### src/rtl/qpu_dtcm_pkg.sv
// qpu_dtcm_pkg: shared QPU widths for the DTCM path and the alignment helper.
package qpu_dtcm_pkg;

    localparam int QPU_XLEN            = 32;
    localparam int QPU_DTCM_ADDR_WIDTH = 16;

    function automatic logic misaligned(input logic [1:0] lsb);
        return lsb != 2'b00;
    endfunction

endpackage

### src/rtl/qpu_rsp_fifo.sv
// qpu_rsp_fifo: response FIFO with arbitrary depth; pointers wrap modulo DEPTH.
module qpu_rsp_fifo #(
    parameter  int W     = 33,
    parameter  int DEPTH = 2,
    localparam int PW    = (DEPTH > 1) ? $clog2(DEPTH) : 1,
    localparam int CW    = $clog2(DEPTH + 1)
) (
    input  logic          clk,
    input  logic          rst,
    input  logic          push_i,
    input  logic [W-1:0]  din_i,
    input  logic          pop_i,
    output logic [W-1:0]  dout_o,
    output logic [CW-1:0] cnt_o
);

    logic [W-1:0]  mem_q [DEPTH];
    logic [PW-1:0] wptr_q, wptr_d, rptr_q, rptr_d;
    logic [CW-1:0] cnt_q, cnt_d;

    always_comb begin
        wptr_d = push_i ? ((wptr_q == PW'(DEPTH - 1)) ? '0 : wptr_q + 1'b1) : wptr_q;
        rptr_d = pop_i ? ((rptr_q == PW'(DEPTH - 1)) ? '0 : rptr_q + 1'b1) : rptr_q;
        cnt_d  = cnt_q + CW'(push_i) - CW'(pop_i);
    end

    always_ff @(posedge clk or posedge rst) begin
        if (rst) begin
            wptr_q <= '0;
            rptr_q <= '0;
            cnt_q  <= '0;
        end else begin
            wptr_q <= wptr_d;
            rptr_q <= rptr_d;
            cnt_q  <= cnt_d;
        end
    end

    // Storage needs no reset: entries are only observed once counted.
    always_ff @(posedge clk) begin
        if (push_i) mem_q[wptr_q] <= din_i;
    end

    assign dout_o = mem_q[rptr_q];
    assign cnt_o  = cnt_q;

endmodule

### src/rtl/qpu_dtcm_ctrl.sv
// qpu_dtcm_ctrl: ICB-to-SRAM data TCM controller with credit-checked response buffering.
module qpu_dtcm_ctrl
    import qpu_dtcm_pkg::*;
#(
    parameter int XLEN      = QPU_XLEN,
    parameter int AW        = QPU_DTCM_ADDR_WIDTH,
    parameter int RSP_DEPTH = 2
) (
    input  logic              clk,
    input  logic              rst,
    input  logic              dtcm_icb_cmd_valid,
    output logic              dtcm_icb_cmd_ready,
    input  logic [AW-1:0]     dtcm_icb_cmd_addr,
    input  logic              dtcm_icb_cmd_read,
    input  logic [XLEN-1:0]   dtcm_icb_cmd_wdata,
    input  logic [XLEN/8-1:0] dtcm_icb_cmd_wmask,
    output logic              dtcm_icb_rsp_valid,
    input  logic              dtcm_icb_rsp_ready,
    output logic [XLEN-1:0]   dtcm_icb_rsp_rdata,
    output logic              dtcm_icb_rsp_err,
    output logic              ram_cs,
    output logic              ram_we,
    output logic [AW-3:0]     ram_addr,
    output logic [XLEN/8-1:0] ram_wem,
    output logic [XLEN-1:0]   ram_din,
    input  logic [XLEN-1:0]   ram_dout,
    output logic              dtcm_active
);

    localparam int CW = $clog2(RSP_DEPTH + 1);

    logic          acc, mis, pop;
    logic [2:0]    s1_q, s1_d;
    logic [CW-1:0] cnt;
    logic [CW:0]   credit;
    logic [XLEN:0] head;

    // Credit counts the in-flight s1 entry and frees the slot being popped this cycle.
    always_comb begin
        mis                = misaligned(dtcm_icb_cmd_addr[1:0]);
        dtcm_icb_rsp_valid = cnt != '0;
        pop                = dtcm_icb_rsp_valid & dtcm_icb_rsp_ready;
        credit             = {1'b0, cnt} + (CW + 1)'(s1_q[2]) - (CW + 1)'(pop);
        dtcm_icb_cmd_ready = ~rst & (credit < (CW + 1)'(RSP_DEPTH));
        acc                = dtcm_icb_cmd_valid & dtcm_icb_cmd_ready;
        s1_d               = {acc, dtcm_icb_cmd_read & ~mis, mis};
        ram_cs             = acc & ~mis;
        ram_we             = ~dtcm_icb_cmd_read;
        ram_addr           = dtcm_icb_cmd_addr[AW-1:2];
        ram_wem            = dtcm_icb_cmd_wmask;
        ram_din            = dtcm_icb_cmd_wdata;
        dtcm_icb_rsp_rdata = dtcm_icb_rsp_valid ? head[XLEN-1:0] : '0;
        dtcm_icb_rsp_err   = dtcm_icb_rsp_valid & head[XLEN];
        dtcm_active        = dtcm_icb_cmd_valid | s1_q[2] | dtcm_icb_rsp_valid;
    end

    always_ff @(posedge clk or posedge rst) begin
        if (rst) s1_q <= '0;
        else     s1_q <= s1_d;
    end

    qpu_rsp_fifo #(.W(XLEN + 1), .DEPTH(RSP_DEPTH)) u_fifo (
        .clk   (clk),
        .rst   (rst),
        .push_i(s1_q[2]),
        .din_i ({s1_q[0], s1_q[1] ? ram_dout : {XLEN{1'b0}}}),
        .pop_i (pop),
        .dout_o(head),
        .cnt_o (cnt)
    );

endmodule

### config.mk
export PLATFORM = sky130hd
export DESIGN_NAME = qpu_dtcm_ctrl
export DESIGN_NICKNAME = d
export VERILOG_FILES = /design/src/rtl/qpu_dtcm_pkg.sv /design/src/rtl/qpu_rsp_fifo.sv /design/src/rtl/qpu_dtcm_ctrl.sv
export SDC_FILE = /design/constraint.sdc
export NUM_CORES = 1
export LEC_CHECK = 0
export ABC_AREA = 0
export ABC_CLOCK_PERIOD_IN_PS = 4800
export CAP_MARGIN = 25
export CORE_ASPECT_RATIO = 1.2
export CORE_MARGIN = 2
export CORE_UTILIZATION = 40
export CTS_CLUSTER_SIZE = 14
export DETAILED_ROUTE_END_ITERATION = 10
export PLACE_DENSITY = 0.88
export SYNTH_ARGS = -nofsm -noshare
export SYNTH_HDL_FRONTEND = slang
export SYNTH_SLANG_ARGS = --single-unit
### constraint.sdc
create_clock -name clk -period 4.8 [get_ports clk]
set_clock_uncertainty 0.2 [all_clocks]
set_input_delay 0.96 -clock clk [delete_from_list [all_inputs] [get_ports clk]]
set_output_delay 0.96 -clock clk [all_outputs]
set_load 0.01 [all_outputs]
==> reports/metrics.csv, run 1 <==
metric,value,unit
vias in the first global route,2051,
die span in x,88.5,um
Worst-path clk slew,0.07,ns
PwrDens,519,nW/um^2
Worst Tran Pin Value,0.978,ns
type of destination of the critical path,output pin,
crit path DAT,3.44,ns
Routed met2 length,3.29,mm
crit-path max FO,3,
yosys warns,0,
top_reg_cell synth,edfxtp_1,
diodes inserted,0,
CTS Buf Count,9,
Post-Syn Nets,348,
Fin. Hold Viols,0,
Setup CP Type,in -> out,
initial core utilization,0.418,
Synth area leader,edfxtp_1,
"Cell Chain, Critical Path","clkdlybuf4s50_1, o21ai_1, inv_1, ha_1, inv_1, ha_1, fa_1, or3b_1, nor3_1, dlygate4sd2_1",
outcome,completed,
DR pass1 iterations,4,
TritonCTS clock tree,yes,
"Async S/R FF share, synth",0.0959,
WHS,0.258,ns
# IOs,177,
leak pwr,1.56,nW
first-pass GRT wire length,10.3,mm
fraction of layout instances using a drive strength above 1,0.0796,
FMAX,217,MHz
# nets final,376,
Startpoint Class,primary input,
Final Util,0.499,
CTS Buffer Depth,2,
CTS Sinks,73,
Post-Route WL,6.62,mm
total track usage,0.151,
Synth Instances,256,
Setup TNS,0,ns
DRC viols,0,
Synth top area share,0.579,
syn avg cell area,13.4,sq um
"EDFF count, synth",66,
Worst VDD drop,0.000457,V
Placer Congestion,0.709,
Die Area,9320,sq um
"most common cell after layout, fill and taps aside",clkdlybuf4s50_1,
"top cells by area, synth","edfxtp_1 (58%), buf_4 (11%), mux2i_1 (9.6%), and2_1 (6.0%), dfrtp_1 (5.1%)",
Max Used Layer,met4,
post-detail-place hpwl,4.46,mm
fin. max-slew vios,0,
"Seq/Total Area, Yosys",0.630,
port bufs,76,
mean number of vias per cell,4.62,
RSZ-0062 raised after global routing,false,
met1 WL,2.37,mm
max cap viols,0,
1st-iter DRT viols,88,
Crit path largest cell delay,0.49,ns
Worst-Skew Late Latency,0.34,ns
ANT nets after route,0,
Synth cell types,22,
mapped cell area,3420,sq um
post-route clock period utilization,0.959,
CTS H-tree lvls,3,
total power,0.00213,W
CTS Root Cell,clkbuf_8,
crit path max-delay cell type,fa_1,
Hold Path Class,reg -> reg,
critical path required time,3.64,ns
Routed wire per std cell,16.4,um
final setup violation count,0,
#FFs+latches synth,73,
hold_buf cts,0,
Core Region,8200,sq um
antenna violations before repair,0,
largest net degree at the start of global routing,35,
Layout Area Growth over Synthesis,19.5,%
Die Y,105,um
Overflow after GRT,0,
most frequent cells in the layout,"clkdlybuf4s50_1 (75), edfxtp_1 (66), nor2_1 (35)",
metal3 WL,516,um
fin crit period,4.60,ns
Max-slew headroom,0.347,
Rows,36,
Fillers,738,
via count,1863,
## final cells by class
| class | count | area (sq um) | area share |
|---|---|---|---|
| flip-flops and latches | 73 | 2160 | 0.528 |
| clock buffers | 11 | 151 | 0.0370 |
| well taps | 114 | 143 | 0.0349 |
| multi-input cells | 115 | 802 | 0.196 |
| clock inverters | 5 | 27.5 | 0.00673 |
| inverters | 8 | 30.0 | 0.00734 |
| repair buffers | 77 | 779 | 0.191 |
## logic make-up after synthesis
group                    after synthesis  share of synthesized area
buffers and inverters                 68                      0.138
multiplexers                          33                     0.0965
AND/OR/NAND/NOR                       75                      0.113
XOR/XNOR                               3                    0.00768
adder cells (fa/ha/maj)                3                     0.0132
flip-flops                            73                      0.630
AO/OA/AOI/OAI                          1                    0.00146
## stage by stage
| stage | std cells | setup slack (ns) | area, sq um |
|---|---|---|---|
| after global routing | 403 | 0.0619 | 4090 |
| after detailed placement | 386 | -0.0924 | 3890 |
| after floorplan | 256 | 0.931 | 3420 |
| after CTS | 402 | 0.184 | 4070 |
| final | 403 | 0.199 | 4090 |
| after global placement | 386 | 0.0580 | 3890 |
## state kept, by name (all words and copies together), names as in the netlist
signal and cells:
u_fifo.mem_q 66, s1_q 3, u_fifo.cnt_o 2, u_fifo.rptr_q 1, u_fifo.wptr_q 1
## worst paths after layout
path	slack [ns]	end	startpoint	depth (start not counted)
max in group asynchronous	3.47	u_fifo.rptr_q	rst	2
worst min register to register	0.26	u_fifo.mem_q[1][32]	s1_q[0]	0
worst max-delay path	0.20	ram_cs	dtcm_icb_rsp_ready	10
min in group asynchronous	0.70	u_fifo.cnt_o[1]	rst	2
worst min-delay path	0.26	u_fifo.mem_q[1][32]	s1_q[0]	0
worst max register to register	2.25	s1_q[2]	u_fifo.cnt_o[1]	8
## synthesized netlist by cell type, drive strengths merged (2+ instances only)
cell type,n
clkbuf,3
dfrtp,7
buf,57
and2,33
nor2,36
ha,2
nor3,2
xnor2,2
inv,8
edfxtp,66
mux2i,33
## critical path: cells and delay by family
family | cells | cell delay [ns]
compound gates | 1 | 0.13
fa+ha+maj | 3 | 0.96
buf+inv | 4 | 0.81
simple gates | 2 | 0.58
## what timing repair did
item,CTS,global route
endpoints found under the setup margin,1,0
buffers inserted,0,0
gates resized for setup,1,0
## metal layers
layer	vias to the layer above	GRT usage
met5	-	0
met4	0	0.113
met3	40	0.0587
met2	75	0.242
met1	872	0.155
li1	876	-
## where the power goes
part           switching [W]  internal, W  total (W)
Sequential         0.0000569     0.000786   0.000843
Clock               0.000219     0.000214   0.000433
Combinational       0.000400     0.000450   0.000850
Total               0.000676      0.00145    0.00213
(Power assumes the default switching activity.)
==> run 2, diff against run 1 <==
--- a/config.mk
+++ b/config.mk
@@ -5,15 +5,15 @@
 export SDC_FILE = /design/constraint.sdc
 export NUM_CORES = 1
 export LEC_CHECK = 0
-export ABC_AREA = 0
 export ABC_CLOCK_PERIOD_IN_PS = 4800
 export CAP_MARGIN = 25
 export CORE_ASPECT_RATIO = 1.2
 export CORE_MARGIN = 2
-export CORE_UTILIZATION = 40
+export CORE_UTILIZATION = 38
 export CTS_CLUSTER_SIZE = 14
 export DETAILED_ROUTE_END_ITERATION = 10
-export PLACE_DENSITY = 0.88
+export GPL_ROUTABILITY_DRIVEN = 0
+export PLACE_DENSITY = 0.84
 export SYNTH_ARGS = -nofsm -noshare
 export SYNTH_HDL_FRONTEND = slang
 export SYNTH_SLANG_ARGS = --single-unit
==> reports/metrics.csv, run 2 (synthesized netlist as in run 1, its figures left out) <==
metric,value,unit,change
Max-slew headroom,0.336,,was 0.347
outcome,completed,,unchanged
Worst-Skew Late Latency,0.34,ns,about the same
CTS Sinks,73,,unchanged
PwrDens,522,nW/um^2,was 519 nW/um^2
total power,0.00213,W,about the same
via count,1862,,was 1863
Die Area,9790,sq um,was 9320 sq um
DR pass1 iterations,4,,unchanged
final setup violation count,0,,unchanged
# IOs,177,,unchanged
RSZ-0062 raised after global routing,false,,unchanged
Worst Tran Pin Value,0.993,ns,was 0.978 ns
die span in x,90.6,um,was 88.5 um
DRC viols,0,,unchanged
Final Worst Setup Slack,0.232,ns,was 0.199 ns
Startpoint Class,primary input,,unchanged
vias in the first global route,2073,,was 2051
# nets final,376,,unchanged
mean number of vias per cell,4.59,,was 4.62
TritonCTS clock tree,yes,,unchanged
Hold Path Class,reg -> reg,,unchanged
CTS Root Cell,clkbuf_8,,unchanged
Die Y,108,um,was 105 um
Fin. Hold Viols,0,,unchanged
largest net degree at the start of global routing,35,,unchanged
crit path DAT,3.41,ns,was 3.44 ns
CP Buf/Inv Count,4,,unchanged
Worst-path clk slew,0.07,ns,about the same
Worst VDD drop,0.000288,V,was 0.000457 V
Overflow after GRT,0,,unchanged
hold_buf cts,0,,unchanged
CTS H-tree lvls,3,,unchanged
fin crit period,4.57,ns,was 4.60 ns
postcts setup bufs,0,,unchanged
post-detail-place hpwl,4.76,mm,was 4.46 mm
FMAX,219,MHz,was 217 MHz
post-route insts no fill,406,,was 403
most frequent cells in the layout,"clkdlybuf4s50_1 (75), edfxtp_1 (66), nor2_1 (35)",,unchanged
worst reg2reg setup slack,2.26,ns,was 2.25 ns
Setup CP Type,in -> out,,unchanged
diodes inserted,0,,unchanged
Biggest register,u_fifo.mem_q,,unchanged
port bufs,76,,unchanged
cts repair resizes,1,,unchanged
1st-iter DRT viols,45,,was 88
Final Util,0.473,,was 0.499
type of destination of the critical path,output pin,,unchanged
CTS Buf Count,9,,unchanged
post-route clock period utilization,0.952,,was 0.959
leak pwr,1.55,nW,was 1.56 nW
max cap viols,0,,unchanged
ANT nets after route,0,,unchanged
fin. max-slew vios,0,,unchanged
crit path max-delay cell type,fa_1,,unchanged
Core Region,8660,sq um,was 8200 sq um
critical path required time,3.64,ns,about the same
Top delay family on crit path,adder cells,,unchanged
placed insts,389,,was 386
Routed wire per std cell,17.4,um,was 16.4 um
fraction of layout instances using a drive strength above 1,0.0692,,was 0.0796
"Cell Chain, Critical Path","clkdlybuf4s50_1, o21ai_1, inv_1, ha_1, inv_1, ha_1, fa_1, or3b_1, nor3_1, dlygate4sd2_1",,unchanged
CTS Buffer Depth,2,,unchanged
Post-Route WL,7.07,mm,was 6.62 mm
max reg flops,66,,unchanged
Rows,37,,was 36
antenna violations before repair,0,,unchanged
Setup TNS,0,ns,unchanged
crit-path max FO,3,,unchanged
"worst slack, placed",-0.0432,ns,was -0.0924 ns
Crit path largest cell delay,0.49,ns,about the same
total track usage,0.146,,was 0.151
initial core utilization,0.395,,was 0.418
Layout Area Growth over Synthesis,19.6,%,was 19.5%
"most common cell after layout, fill and taps aside",clkdlybuf4s50_1,,unchanged
first-pass GRT wire length,10.6,mm,was 10.3 mm
[run 2: changes by cell type in the layout (fill, tap and decap cells not counted), sizes merged]
| cell | delta |
|---|---|
| clkinv | -1 |
| inv | -2 |
| clkbuf | +3 |
[run 2: area by class of cell]
cell class                      instances  area, sq um
Tap cell                              117          146
Fill cell                             776         4560
Sequential cell                        73         2160
Timing Repair Buffer                   77          779
Clock buffer                           14          163
Clock inverter                          2         13.8
Multi-Input combinational cell        115          802
Inverter                                8         30.0
[run 2: worst register-to-register path, cell delays in order, from the launching register on]
cell     delay, ns
dfrtp_1       0.45
o21ai_1       0.22
inv_1         0.07
ha_1          0.28
inv_1         0.06
ha_1          0.19
fa_1          0.49
or3b_1        0.43
nor2_1        0.10
[run 2: final timing paths]
path / start / end / cells after the start
max: dtcm_icb_rsp_ready / ram_cs / 10
min: s1_q[0] / u_fifo.mem_q[1][32] / 0
max reg2reg: u_fifo.cnt_o[1] / s1_q[2] / 8
min reg2reg: s1_q[0] / u_fifo.mem_q[1][32] / 0
max in group asynchronous: rst / u_fifo.rptr_q / 2
min in group asynchronous: rst / s1_q[2] / 2
[run 2: stage by stage]
step / cell area, sq um / hold WS (ns)
after floorplan: 3420 / 0.220
after CTS: 4070 / 0.253
after detailed placement: 3900 / 0.235
final: 4090 / 0.249
after global routing: 4090 / 0.268
after global placement: 3900 / 0.226
[run 2: report_power, final]
part,switching (W),internal [W]
clock,0.000214,0.000217
combinational,0.000393,0.000451
sequential,0.0000745,0.000786
[run 2: layer usage]
layer,vias to the layer above,global-route usage,share of wire
met1,864,0.148,0.35
met4,0,0.123,0.049
met3,43,0.0523,0.087
li1,876,-,-
met5,-,0,0
met2,79,0.243,0.52
==> run 3, diff against run 2 <==
--- a/config.mk
+++ b/config.mk
@@ -8,7 +8,6 @@
 export ABC_CLOCK_PERIOD_IN_PS = 4800
 export CAP_MARGIN = 25
 export CORE_ASPECT_RATIO = 1.2
-export CORE_MARGIN = 2
 export CORE_UTILIZATION = 38
 export CTS_CLUSTER_SIZE = 14
 export DETAILED_ROUTE_END_ITERATION = 10
==> reports/metrics.csv, run 3 (synthesized netlist as in run 1, its figures left out) <==
metric,value,unit,change
outcome,completed,,unchanged
Global Route met3 Usage,0.0683,,was 0.0523
Die Y,106,um,was 108 um
1st-iter DRT viols,44,,was 45
"most common cell after layout, fill and taps aside",clkdlybuf4s50_1,,unchanged
Final Util,0.478,,was 0.473
Max-slew headroom,0.316,,was 0.336
DR pass1 iterations,4,,unchanged
grt met1 use,0.146,,was 0.148
Worst VDD drop,0.000312,V,was 0.000288 V
# IOs,177,,unchanged
Fillers,786,,was 776
Routed wire per std cell,16.7,um,was 17.4 um
gr busiest metal,met2,,unchanged
Startpoint Class,primary input,,unchanged
Die Area,9390,sq um,was 9790 sq um
met2 GRT Util,0.250,,was 0.243
Core Region,8660,sq um,unchanged
type of destination of the critical path,output pin,,unchanged
fraction of layout instances using a drive strength above 1,0.0657,,was 0.0692
# nets final,376,,unchanged
CTS Buffer Depth,2,,unchanged
CTS Root Cell,clkbuf_8,,unchanged
Rows,37,,unchanged
RSZ-0062 raised after global routing,false,,unchanged
hold_buf cts,0,,unchanged
post-route clock period utilization,0.941,,was 0.952
FMAX,221,MHz,was 219 MHz
fin crit period,4.52,ns,was 4.57 ns
PwrDens,532,nW/um^2,was 522 nW/um^2
TritonCTS clock tree,yes,,unchanged
crit path DAT,3.36,ns,was 3.41 ns
Hold Path Class,reg -> reg,,unchanged
WHS,0.248,ns,was 0.249 ns
initial core utilization,0.395,,unchanged
post-detail-place hpwl,4.70,mm,was 4.76 mm
port bufs,76,,unchanged
final setup violation count,0,,unchanged
DRC viols,0,,unchanged
vias in the first global route,2012,,was 2073
most frequent cells in the layout,"clkdlybuf4s50_1 (75), edfxtp_1 (66), nor2_1 (35)",,unchanged
Layout Area Growth over Synthesis,20.8,%,was 19.6%
max cap viols,0,,unchanged
max reg flops,66,,unchanged
Worst-path clk slew,0.07,ns,about the same
die span in x,88.6,um,was 90.6 um
Biggest register,u_fifo.mem_q,,unchanged
Setup CP Type,in -> out,,unchanged
Worst-Skew Late Latency,0.34,ns,about the same
CTS Sinks,73,,unchanged
mean number of vias per cell,4.54,,was 4.59
CTS Buf Count,9,,unchanged
Overflow after GRT,0,,unchanged
leak pwr,1.57,nW,was 1.55 nW
Multi-input gate area,802,sq um,unchanged
Worst Tran Pin Value,1.03,ns,was 0.993 ns
largest net degree at the start of global routing,35,,unchanged
sequential cell area,2160,sq um,unchanged
Fin. Hold Viols,0,,unchanged
Post-Route WL,6.78,mm,was 7.07 mm
critical path required time,3.64,ns,about the same
antenna violations before repair,0,,unchanged
diodes inserted,0,,unchanged
ANT nets after route,0,,unchanged
fin. max-slew vios,0,,unchanged
via count,1842,,was 1862
Setup TNS,0,ns,unchanged
total track usage,0.155,,was 0.146
first-pass GRT wire length,10.3,mm,was 10.6 mm
CTS H-tree lvls,3,,unchanged
postcts setup bufs,0,,unchanged
crit-path max FO,3,,unchanged
run 3: changes by cell type in the layout (fill, tap and decap cells not counted):
cell and change:
clkinv_1 +1, buf_12 -1, bufinv_16 +2, clkbuf_8 -1, clkinv_4 -1, clkinv_2 -1
buf_16 +1
run 3: final timing paths:
path / start / endpoint / slack, ns / cells past startpoint
max in group asynchronous: rst / u_fifo.rptr_q / 3.46 / 2
hold / removal: s1_q[0] / u_fifo.mem_q[1][32] / 0.25 / 0
setup / recovery: dtcm_icb_rsp_ready / ram_cs / 0.28 / 10
min in group asynchronous: rst / s1_q[2] / 0.71 / 2
setup reg to reg: u_fifo.cnt_o[1] / s1_q[2] / 2.32 / 8
hold reg to reg: s1_q[0] / u_fifo.mem_q[1][32] / 0.25 / 0
run 3: timing repair:
item | in CTS | in global routing
endpoints found under the hold margin | 0 | 0
gates resized for setup | 1 | 0
endpoints found under the setup margin | 1 | 0
run 3: power breakdown:
group | leakage (nW) | switching (W) | internal [W]
logic | 0.765 | 0.000338 | 0.000449
registers | 0.700 | 0.000114 | 0.000784
clock network | 0.105 | 0.000209 | 0.000306
run 3: cell type report:
cell class                      count  share of cell area
Sequential cell                    73               0.522
Clock buffer                       13              0.0360
Tap cell                          117              0.0354
Inverter                            8             0.00726
Clock inverter                      3              0.0154
Multi-Input combinational cell    115               0.194
Timing Repair Buffer               77               0.190
run 3: through the flow:
stage          power, W  area, sq um  worst slack, ns  cells
3_3_place_gp    0.00169         3900           0.0545    389
6_report        0.00220         4140            0.281    406
2_1_floorplan   0.00135         3420            0.931    256
3_5_place_dp    0.00171         3900          -0.0154    389
5_1_grt         0.00232         4140           0.0596    406
4_1_cts         0.00223         4110            0.258    405
run 3: per-layer routing:
| layer | wire length (um) | share of wire |
|---|---|---|
| met5 | 0 | 0 |
| met4 | 426 | 0.063 |
| met3 | 749 | 0.11 |
| met2 | 3320 | 0.49 |
| met1 | 2280 | 0.34 |
run 3: critical path: stages:
cell and delay [ns]:
clkdlybuf4s50_1 0.40, o21ai_1 0.11, inv_1 0.07, ha_1 0.27, inv_1 0.04, ha_1 0.18, fa_1 0.49, or3b_1 0.41
nor3_1 0.14, dlygate4sd2_1 0.29
==> RTL change (flow settings as in run 2) <==
The parameter `RSP_DEPTH` goes from 2 to 8.
--- a/src/rtl/qpu_dtcm_ctrl.sv
+++ b/src/rtl/qpu_dtcm_ctrl.sv
@@ -5,5 +5,5 @@
     parameter int XLEN      = QPU_XLEN,
     parameter int AW        = QPU_DTCM_ADDR_WIDTH,
-    parameter int RSP_DEPTH = 2
+    parameter int RSP_DEPTH = 8
 ) (
     input  logic              clk,
Formal check against the unedited RTL: not equivalent (Yosys sat finds a counterexample within 4 cycles, from zero or initial values and one cycle with rst high).
==> RTL change against run 2 <==
Power rose to 3.4 times the old value; clock power rose to 4.3 times the old value; sequential cell count rose by 204; setup slack improved by 0.046 ns; sequential share of layout area rose by 11 points; global-route usage fell by 0.60 points; maximum frequency rose by 1.0%; wire length rose to 3.1 times the old value; final area rose to 3.1 times the old value; worst hold slack improved by 0.12 ns; sequential power rose to 3.5 times the old value; combinational power rose to 2.9 times the old value; area after synthesis rose to 3.3 times the old value; critical path type unchanged; largest cell class unchanged; largest power group unchanged.
==> RTL change: results (changes against run 2) <==
| Metric | Value |
|---|---|
| Outcome | finished, final reports clean |
| Iter 0 DRT Violations | 503 (+1000%) |
| Placed standard-cell area | 12,100 um^2 (+210%) |
| Initial antenna violation count | 1 (+1) |
| Inst Count DP | 949 (+140%) |
| Crit path DAT | 3.36 ns (-0.05 ns) |
| Post-Syn Nets | 644 (+85%) |
| Root buffer cell | clkbuf_16 |
| Hold Path End | u_fifo.wptr_q[1] |
| Nets | 691 (+84%) |
| Worst skew pair latency | 0.50 ns (+0.16 ns) |
| Largest register FFs | 264 (+300%) |
| Largest net degree at the start of global routing | 34 (-2.9%) |
| Routed wl met3 | 1300 um (+110%) |
| Drt total wl | 21,600 um (+210%) |
| HP Start | u_fifo.wptr_q[1] |
| Drt wl/cell | 21.9 um (+26%) |
| Synth unique cells | 28 (+27%) |
| Avg Cell Area, Syn | 20.6 um^2 (+54%) |
| Crit path largest cell delay | 0.43 ns (-0.06 ns) |
| Max IR drop VDD | 342 uV (+19%) |
| FF-to-FF Start | u_fifo.cnt_o[3] |
| Number of synthesized flops with an enable pin | 264 (+300%) |
| Synth area leaders | edfxtp_1 71%, mux4_2 13%, buf_4 3.5% |
| Met1 Routed Length | 8340 um (+240%) |
| Cts bufs inserted | 25 (+16) |
| DP Worst Slack | -0.0105 ns (+0.0326 ns) |
| Commonest non-fill, non-tap cell in the layout | edfxtp_1 |
| Post-synthesis sequential area ratio | 73.7% (+11 points) |
| CTS H-tree depth | 1 (-2) |
| Number of global-route vias before repair | 5,679 (+170%) |
| Top layer in use | met5 |
| Detail Placement HPWL | 12,500 um (+160%) |
| R2R Setup Slk | 1.91 ns (-0.35 ns) |
| Hold Crit Depth | 1 (+1) |
| Total track usage | 14.0% (-0.60 points) |
RTL change: cell types whose count changed in the layout (fill, tap and decap cells not counted), sizes merged, moves of 8 or more:
cell    before  now
a22o         0   33
mux4         0   66
buf          1   19
edfxtp      66  264
mux2i       33    0
clkbuf      14   30
nor2        36   11
ha           2   10
RTL change: metal layers:
layer / up-vias / track usage, %
met5: - / 0
met4: 2 / 6.11
met3: 71 / 2.42
met2: 210 / 25.2
met1: 2665 / 16.7
li1: 2221 / -
RTL change: area by class of cell:
cell class | instances | area, um^2 | share of cell area, %
flip-flops and latches | 277 | 8260 | 64.1
multi-input cells | 182 | 2440 | 18.9
clock inverters | 10 | 100 | 0.777
well taps | 385 | 482 | 3.74
repair buffers | 95 | 917 | 7.12
inverters | 10 | 37.5 | 0.291
clock buffers | 30 | 644 | 5.00
RTL change: report_power, final:
group,switching [uW],total (uW),internal [uW],leakage (uW)
Clock,794,1850,1050,0.000359
Sequential,195,3020,2830,0.00259
Combinational,1100,2420,1320,0.00129
Total,2090,7290,5200,0.00424
RTL change: per-stage QoR:
stage	util, %	total power (uW)	hold WS, ns
6_report	44.7	7290	0.371
4_1_cts	44.6	7380	0.377
3_3_place_gp	42.0	5480	0.341
2_1_floorplan	-	4580	0.320
3_5_place_dp	42.0	5530	0.362
5_1_grt	44.7	7610	0.425
RTL change: logic make-up (layout without fill, tap and decap cells):
kind of cell / Yosys count / count (layout) / share of synthesized area (%)
AOI/OAI and AO/OA: 38 / 38 / 2.85
xor gates and xnor gates: 3 / 3 / 0.235
adders and majority gates: 11 / 11 / 1.30
buffers and inverters: 85 / 145 / 5.15
DFF: 277 / 277 / 73.7
muxes: 72 / 72 / 13.9
and+or+nand+nor: 58 / 58 / 2.87
RTL change: worst max-delay path by stage:
| stage | start | end | slack, ns | cells after the start |
|---|---|---|---|---|
| floorplan | dtcm_icb_rsp_ready | ram_cs | 0.82 | 10 |
| global placement | dtcm_icb_rsp_ready | ram_cs | 0.03 | 12 |
| finish | dtcm_icb_rsp_ready | ram_cs | 0.28 | 12 |
| CTS | u_fifo.cnt_o[3] | dtcm_icb_cmd_ready | 0.06 | 14 |
| global route | dtcm_icb_rsp_ready | ram_cs | 0.09 | 12 |
| detailed placement | dtcm_icb_rsp_ready | ram_cs | -0.01 | 12 |
RTL change: what timing repair did:
item | in CTS | in global routing
setup endpoints to repair | 1 | 2
setup buffers | 0 | 0
cloned | 0 | 0
resized for setup | 1 | 4
hold buffers | 0 | 0
RTL change: worst register-to-register path: stages (launching register included):
cell,delay [ns]
dfrtp_1,0.40
inv_1,0.09
ha_2,0.21
nand2_2,0.08
nand2_1,0.10
inv_1,0.05
ha_1,0.27
inv_1,0.04
ha_1,0.21
fa_1,0.43
a21oi_1,0.16
o21bai_1,0.08
xnor2_1,0.16
nor4b_1,0.30
